### config.mk
export PLATFORM = sky130hd
export DESIGN_NAME = sram_arbiter
export DESIGN_NICKNAME = d
export VERILOG_FILES = /design/src/rtl/sram_arbiter.sv
export SDC_FILE = /design/constraint.sdc
export NUM_CORES = 1
export LEC_CHECK = 0
export CORE_ASPECT_RATIO = 1.1
export CORE_MARGIN = 2
export CORE_UTILIZATION = 33
export DETAILED_ROUTE_END_ITERATION = 6
export SETUP_SLACK_MARGIN = 0.02
export SLEW_MARGIN = 20
export SYNTH_ARGS = -nofsm -noshare
export SYNTH_HDL_FRONTEND = slang
export SYNTH_SLANG_ARGS = --single-unit
### constraint.sdc
create_clock -name clk -period 1.9 [get_ports clk]
set_clock_uncertainty 0.2 [all_clocks]
set_input_delay 0.38 -clock clk [delete_from_list [all_inputs] [get_ports clk]]
set_output_delay 0.38 -clock clk [all_outputs]
set_load 0.05 [all_outputs]
### src/rtl/sram_arbiter.sv
// sram_arbiter: shares one SRAM controller between two masters (A = i8080
// bridge, B = loader/debug). Each port latches its command on a req rising
// edge; a small FSM serialises the latched commands onto the controller and
// returns completion/read data to the issuing port.
// Optional feature macro: SRAM_ARB_ROUND_ROBIN_EN (round-robin tie-break;
// default build uses fixed priority with A winning ties).

// Per-port command latch, busy/pending flag, overrun flag and read-data holder.
module sram_arb_port (
  input  logic        clk,
  input  logic        rst_n,
  input  logic        req,
  input  logic        read,
  input  logic        write,
  input  logic [15:0] addr,
  input  logic [7:0]  dataout,
  input  logic        load,      // capture rd_data for this port
  input  logic        complete,  // this port's command finishes now
  input  logic [7:0]  rd_data,
  output logic        pending,
  output logic        valid,
  output logic [7:0]  datain,
  output logic        overrun,
  output logic        cmd_read,
  output logic        cmd_write,
  output logic [15:0] cmd_addr,
  output logic [7:0]  cmd_data
);
  logic req_q;
  logic rise;

  assign rise = req & ~req_q;

  // registered copy of req for rising-edge detection
  always_ff @(posedge clk or negedge rst_n)
    if (!rst_n) req_q <= 1'b0;
    else        req_q <= req;

  // command capture, completion pulse, overrun and read data
  always_ff @(posedge clk or negedge rst_n) begin
    if (!rst_n) begin
      pending   <= 1'b0;
      valid     <= 1'b0;
      datain    <= 8'h00;
      overrun   <= 1'b0;
      cmd_read  <= 1'b0;
      cmd_write <= 1'b0;
      cmd_addr  <= 16'h0000;
      cmd_data  <= 8'h00;
    end else begin
      valid <= complete;
      if (complete) begin
        pending <= 1'b0;
      end else if (rise && !pending) begin
        pending   <= 1'b1;
        cmd_read  <= read;
        cmd_write <= write;
        cmd_addr  <= addr;
        cmd_data  <= dataout;
      end
      // a new edge while still owning a command is dropped
      if (rise && pending) overrun <= 1'b1;
      if (load) datain <= rd_data;
    end
  end
endmodule

module sram_arbiter (
  input  logic        clk,
  input  logic        rst_n,
  input  logic        a_req,
  input  logic        a_read,
  input  logic        a_write,
  input  logic [15:0] a_addr,
  input  logic [7:0]  a_dataout,
  output logic        a_busy,
  output logic        a_valid,
  output logic [7:0]  a_datain,
  output logic        a_overrun,
  input  logic        b_req,
  input  logic        b_read,
  input  logic        b_write,
  input  logic [15:0] b_addr,
  input  logic [7:0]  b_dataout,
  output logic        b_busy,
  output logic        b_valid,
  output logic [7:0]  b_datain,
  output logic        b_overrun,
  output logic        sram_req,
  output logic        sram_read,
  output logic        sram_write,
  output logic [15:0] sram_addr,
  output logic [7:0]  sram_dataout,
  input  logic [7:0]  sram_datain,
  input  logic        sram_valid,
  input  logic        sram_busy,
  output logic        grant_b
);
  localparam logic [2:0] IDLE      = 3'd0;
  localparam logic [2:0] ISSUE     = 3'd1;
  localparam logic [2:0] WAIT_BUSY = 3'd2;
  localparam logic [2:0] WAIT_DONE = 3'd3;
  localparam logic [2:0] COMPLETE  = 3'd4;

`ifdef SRAM_ARB_ROUND_ROBIN_EN
  localparam logic GRANT_RST = 1'b1;  // makes A win the first tie
`else
  localparam logic GRANT_RST = 1'b0;
`endif

  // index 0 = port A, index 1 = port B
  logic [1:0]       p_req, p_read, p_write, p_pend, p_valid, p_ovr;
  logic [1:0]       p_cread, p_cwrite, p_load, p_done, owner_oh;
  logic [1:0][15:0] p_addr, p_caddr;
  logic [1:0][7:0]  p_dout, p_din, p_cdata;

  logic [2:0] state;
  logic [1:0] wait_cnt;
  logic       forced;   // controller never went busy; finish without sram_valid
  logic       sel_b;
  logic       owner_rd;
  logic       finish;

  assign p_req   = {b_req, a_req};
  assign p_read  = {b_read, a_read};
  assign p_write = {b_write, a_write};
  assign p_addr  = {b_addr, a_addr};
  assign p_dout  = {b_dataout, a_dataout};

  assign a_busy    = p_pend[0];
  assign b_busy    = p_pend[1];
  assign a_valid   = p_valid[0];
  assign b_valid   = p_valid[1];
  assign a_datain  = p_din[0];
  assign b_datain  = p_din[1];
  assign a_overrun = p_ovr[0];
  assign b_overrun = p_ovr[1];

  for (genvar i = 0; i < 2; i++) begin : g_port
    sram_arb_port u_port (
      .clk      (clk),
      .rst_n    (rst_n),
      .req      (p_req[i]),
      .read     (p_read[i]),
      .write    (p_write[i]),
      .addr     (p_addr[i]),
      .dataout  (p_dout[i]),
      .load     (p_load[i]),
      .complete (p_done[i]),
      .rd_data  (sram_datain),
      .pending  (p_pend[i]),
      .valid    (p_valid[i]),
      .datain   (p_din[i]),
      .overrun  (p_ovr[i]),
      .cmd_read (p_cread[i]),
      .cmd_write(p_cwrite[i]),
      .cmd_addr (p_caddr[i]),
      .cmd_data (p_cdata[i])
    );
  end

`ifdef SRAM_ARB_ROUND_ROBIN_EN
  assign sel_b = p_pend[1] & (~p_pend[0] | ~grant_b);
`else
  assign sel_b = ~p_pend[0];
`endif

  assign owner_oh = {grant_b, ~grant_b};
  assign owner_rd = p_cread[grant_b];
  // writes finish on busy low; reads also need sram_valid unless timed out
  assign finish   = (state == WAIT_DONE) & ~sram_busy & (forced | ~owner_rd | sram_valid);
  // only reads update the owner's datain, so a port never sees foreign data
  assign p_load   = {2{finish & owner_rd}} & owner_oh;
  assign p_done   = {2{state == COMPLETE}} & owner_oh;

  // arbitration and SRAM command sequencing
  always_ff @(posedge clk or negedge rst_n) begin
    if (!rst_n) begin
      state        <= IDLE;
      grant_b      <= GRANT_RST;
      sram_req     <= 1'b0;
      sram_read    <= 1'b0;
      sram_write   <= 1'b0;
      sram_addr    <= 16'h0000;
      sram_dataout <= 8'h00;
      wait_cnt     <= 2'd0;
      forced       <= 1'b0;
    end else begin
      sram_req   <= 1'b0;
      sram_read  <= 1'b0;
      sram_write <= 1'b0;
      case (state)
        IDLE: if (|p_pend && !sram_busy) begin
          grant_b      <= sel_b;
          sram_req     <= 1'b1;
          sram_read    <= p_cread[sel_b];
          sram_write   <= p_cwrite[sel_b];
          sram_addr    <= p_caddr[sel_b];
          sram_dataout <= p_cdata[sel_b];
          state        <= ISSUE;
        end
        ISSUE: begin
          wait_cnt <= 2'd0;
          forced   <= 1'b0;
          state    <= WAIT_BUSY;
        end
        WAIT_BUSY: begin
          if (sram_busy) begin
            state <= WAIT_DONE;
          end else if (wait_cnt == 2'd3) begin
            forced <= 1'b1;
            state  <= WAIT_DONE;
          end else begin
            wait_cnt <= wait_cnt + 2'd1;
          end
        end
        WAIT_DONE: if (finish) state <= COMPLETE;
        COMPLETE:  state <= IDLE;
        default:   state <= IDLE;
      endcase
    end
  end
endmodule

**Word-level counts from Yosys, hierarchy flattened**

Index checks and enable logic that the tools add are counted.

- Flip-flop bits (word level): 110
- Input port bits: 66
- Output and inout port bits: 50
- Word-level logic and storage cells: 108

- Add/sub/neg operators: 1
- $lt $le $gt $ge: 2
- Equality and inequality tests: 11
- Muxes and demuxes: 31
- Bitwise gates (word level): 17
- Reductions and logical operators: 19

Operators by type and width:

| cell | count |
|---|---|
| 16-bit two-way mux | 2 |
| 1-bit two-way mux | 18 |
| 8-bit two-way mux | 2 |
| 3-bit two-way mux | 4 |
| 3-bit one-hot mux with 4 select lines | 1 |
| 2-bit != test, second input constant | 5 |
| 3-bit AND reduction | 3 |
| 1-bit inverter | 8 |
| 3-bit by 2-bit equality test with 1-bit output, second input constant | 2 |
| 2-bit AND reduction | 3 |
| 2-bit nonzero test | 3 |
| 1-bit AND | 5 |
| 1-bit logical AND | 5 |
| 2-bit AND | 2 |
| 1-bit by 2-bit < comparator with 1-bit output, second input constant | 2 |
| 2-bit two-way mux | 2 |
| 2-bit one-hot mux with 2 select lines | 1 |
| 3-bit by 1-bit equality test with 1-bit output, second input constant | 1 |
| 3-bit equality test, second input constant | 1 |
| 1-bit zero test | 3 |
| 3-bit zero test | 1 |
| 3-bit != test, second input constant | 1 |
| 2-bit by 1-bit adder with 2-bit output, second input constant | 1 |
| 2-bit equality test, second input constant | 1 |
| 3 further kinds | 4 |

**Longest topological paths before layout**

- Word-level depth: 8
- Gate-level depth with buffers: 6
- Depth with buffers taken out: 4

**Modules after synthesis**

A second synthesis with hierarchy kept.

- Cells, all modules: 290
- Area, all modules: 4,652.0 um^2

By module, submodules not included:

| module | times used | cells an instance | area an instance (um^2) | seq. area each (um^2) |
|---|---|---|---|---|
| sram_arb_port | 2 | 80 | 1,406.3 | 950.9 |
| sram_arbiter | 1 | 130 | 1,839.3 | 850.8 |

**Worst setup path before layout**

OpenSTA, ideal clock, no wires.

- Path type: flip-flop to flip-flop
- Start point: reg g_port[0].u_port.pending
- End point: reg sram_addr[12]
- Library setup time: 0.127 ns
- Arrival: 1.939 ns
- Required time: 1.573 ns
- Setup slack: -0.367 ns
- Stages on the path, launching flop included: 5
- Buffers on the path: 2
- Clock period less this slack: 2.267 ns
- Cell sequence: dfrtp_1 -> buf_2 -> clkbuf_1 -> mux2_2 -> mux2_1

- Cells in the longest elaborated chain, start to end: 3
- Elaborated cells between the ends (all ways): 5
- Those cells by class: 2 x mux; 3 x reduce/logical

Ends and longest elaborated chain:

| item | RTL line | RTL |
|---|---|---|
| start, declared | 20 | `output logic pending,` |
| start signal, assigned | 42 | `pending <= 1'b0;` |
| start signal, assigned | 53 | `pending <= 1'b0;` |
| start signal, assigned | 55 | `pending <= 1'b1;` |
| 2-bit OR reduction | 193 | `IDLE: if (\|p_pend && !sram_busy) begin` |
| 1-bit logical AND | 193 |  |
| 2-bit AND reduction (no source line) | n/a |  |
| end signal, assigned | 198 | `sram_addr <= p_caddr[sel_b];` |
| end, declared | 92 | `output logic [15:0] sram_addr,` |

Parallel ways exist; a longest one is shown, timed or not. The select of a mux whose other input is x is not followed.
A chain may end at the register's enable or synchronous reset.

**Worst setup path in the final report**

- Start point: reg state[2]
- End point: reg g_port[0].u_port.cmd_addr[9]

- Cells in the longest elaborated chain, start to end: 4

Ends and longest elaborated chain:

| item | RTL line | RTL |
|---|---|---|
| start, declared | 117 | `logic [2:0] state;` |
| start signal, assigned | 179 | `state <= IDLE;` |
| start signal, assigned | 200 | `state <= ISSUE;` |
| start signal, assigned | 205 | `state <= WAIT_BUSY;` |
| 3-bit equality test | 174 | `assign p_done = {2{state == COMPLETE}} & owner_oh;` |
| 2-bit AND | 174 |  |
| named net g_port[0].u_port.complete | 18 | `input logic complete,` |
| 1-bit inverter (no source line) | n/a |  |
| 2-bit AND reduction (no source line) | n/a |  |
| end signal, assigned | 58 | `cmd_addr <= addr;` |
| end, declared | 26 | `output logic [15:0] cmd_addr,` |

The timed path passes the listed nets, and every way through them passes these cells.

==> impl_metrics.tcl <==
set metrics [dict create \
    synth_cell_types 33 \
    path_cells "buf_4 > nor4b_4 > or3b_4 > clkbuf_16 > mux2_2" \
    power.density_nw_per_um2 1670 \
    p_leak_uw 0.00304 \
    fin_util_pct 49.0 \
    die_area_um2 14900 \
    syn_inst 295 \
    drc 0 \
    crit_path_start_kind "flip-flop" \
    cp.arrival_ns 1.94 \
    final_cell_mix "dfrtp_1 (106), mux2_2 (86), buf_4 (65)" \
    period_share_pct 100 \
    gp_congestion 0.794 \
    synth_ff_type "dfrtp_1" \
    port_buffers 115 \
    avgSynthCellArea_um2 15.6 \
    yosysSeqAreaShare_pct 60.0 \
    syn_nets 362 \
    cts_buffers 9 \
    synth_area_um2 4590 \
    synth-seq-cells 110 \
    antenna_left 0 \
    root_buffer "clkbuf_16" \
    syn2layout_area_growth_pct 46.0 \
    nets 509 \
    crit_end "g_port[0].u_port.cmd_addr[9]$_DFFE_PN0P_" \
    wire_per_inst_um 16.7 \
    critPathKind "flip-flop to flip-flop" \
    h-tree-depth 3 \
    clock_sinks 110 \
    dp_cells 609 \
    min_period_ns 1.91 \
    max-cap-violations 0 \
    cp_num_cells 5 \
    layout_setup_ws_ns -0.00770 \
    floorplan.initialDensity_pct 33.5 \
    violations "negative setup slack" \
    worst_pin_slew_ns 0.353 \
    r2r_start "state[2]$_DFFE_PN0P_" \
    rsz0062_at_grt "true" \
    setup_tns_ns -0.0391 \
    diodes 0 \
    fin_cells 635 \
    cp.buffers_inverters 2 \
    cts.clk_slew.worst_paths_ns 0.07 \
    vias 2894 \
    antenna_found_initial 0 \
    drt_iter0_markers 75 \
    worstRegToRegCells 5 \
    drt-pass1-iter-count 4 \
    yosys_warnings 0 \
    r2r_slack_ns -0.008 \
    finalHoldViolations 0 \
    grt_pass1_wl_um 16600 \
    r2r-end "g_port[0].u_port.cmd_addr[9]$_DFFE_PN0P_" \
    routed_wl_um 10600 \
    hpwl_um 7120 \
    drv_slew 0 \
    setup_violations 9 \
    cts_tree "done" \
    vias_per_cell 4.56 \
    outcome "finished with violations" \
    fmax_ghz 0.524 \
    crit_path_start "state[2]$_DFFE_PN0P_" \
    die_y_um 128 \
    io_pins 116 \
    cp.required_ns 1.93 \
    dieWidth_um 116 \
    clock_path_buffers 2 \
    mostFrequentLayoutCell "dfrtp_1" \
    grtUsageTotal_pct 14.8 \
    hold_class "input pin to flip-flop" \
    relSlewSlack_pct 76.4 \
    rows 45 \
    clock_latency_ns 0.35 \
    slowest_stage "or3b_4" \
    grt_pass1_vias 3137 \
    nFillCells 1225 \
    path_max_fanout 7 \
    synthArstFlopShare_pct 100 \
    crit_path_end_kind "flip-flop" \
    synth_edf_count 0 \
    layout-drive-gt1-share_pct 52.1 \
    core_um2 13700 \
    cpPeakStageDelay_ns 0.43 \
    grt_max_degree 51 \
    grt-ovfl-total 0 \
    crit_family "simple AND/OR/NAND/NOR gates" \
    peakVddDrop_mv 0.588 \
]
==> cells in the mapped netlist, types with 3 or more instances <==
library cell	count	area share [%]
buf_2	5	0.55
buf_6	7	1.7
dfrtp_1	110	60
mux2_1	4	0.98
mux2_2	111	27
mux2i_1	4	0.87
nand2_1	3	0.25
nor2_1	8	0.65
nor2b_1	5	0.68
nor4_4	3	1.4
o21ai_0	4	0.44
==> stage by stage <==
step / power, µW / worst slack (ns) / hold slack (ns) / area (µm²)
2_1_floorplan: 7280 / -0.173 / -0.116 / 4660
3_3_place_gp: 8680 / -0.448 / 0.0870 / 6090
3_5_place_dp: 8790 / -0.481 / 0.0901 / 6090
4_1_cts: 11200 / -0.0387 / 0.248 / 6610
5_1_grt: 11800 / -0.0823 / 0.0220 / 6700
6_report: 11200 / -0.00770 / 0.0111 / 6700
==> layout make-up <==
class	count	area, µm²	share of cell area [%]
clock buffers	11	243	3.62
clock inverters	5	81.3	1.21
flip-flops and latches	110	2760	41.1
multi-input cells	168	1860	27.8
repair buffers	151	1510	22.6
inverters	2	7.51	0.112
well taps	188	235	3.51
==> sequential cells by signal, summed over array words and instances, names as in the netlist, 3 cells and up <==
name	count
state	3
g_port.u_port.cmd_addr	32
g_port.u_port.cmd_data	16
sram_dataout	8
g_port.u_port.datain	16
sram_addr	16
==> routing by layer <==
layer / part of all wire, % / global-route usage [%]
met5: 0 / 0
met4: 1.9 / 6.72
met3: 2.9 / 2.46
met2: 53 / 24.8
met1: 42 / 18.8
==> what timing repair did <==
item                                    4_1_cts  5_1_grt
cloned                                        2        2
hold endpoints to repair                     17        0
buffers inserted                              3        3
resized for setup                            33       10
pin swaps                                     3        2
endpoints found under the setup margin       96       92
hold buffers                                  1        0
==> worst register-to-register path, stage by stage, from the launching register on <==
cell,delay (ns)
dfrtp_1,0.41
buf_4,0.16
nor4b_4,0.13
or3b_4,0.43
clkbuf_16,0.19
mux2_2,0.27
==> worst min-delay path by stage <==
stage               start                                to  slack, ns  cells past startpoint
floorplan           rst_n                forced$_DFFE_PN0P_      -0.12                      0
detailed placement  rst_n          sram_addr[3]$_DFFE_PN0P_       0.09                      1
CTS                 rst_n          sram_addr[3]$_DFFE_PN0P_       0.25                      2
finish              a_req  g_port[0].u_port.req_q$_DFF_PN0_       0.01                      1
global route        a_req  g_port[0].u_port.req_q$_DFF_PN0_       0.02                      1
global placement    rst_n          sram_addr[3]$_DFFE_PN0P_       0.09                      1
==> cells by family (layout without fill, tap and decap cells) <==
family,Yosys count,in the layout,synth area share (%)
AND/OR/NAND/NOR,32,32,5.26
buffers and inverters,17,169,2.75
AO/OA/AOI/OAI,14,14,1.99
adder cells (fa/ha/maj),1,1,0.273
flip-flops,110,110,60.0
multiplexers,121,121,29.7
==> where the power goes <==
group	internal [µW]	leakage, µW	switching, µW
Sequential	3380	0.00135	591
Combinational	2490	0.00153	2660
Clock	1190	0.000156	847
No activity file was read; power rests on OpenSTA's default activity.
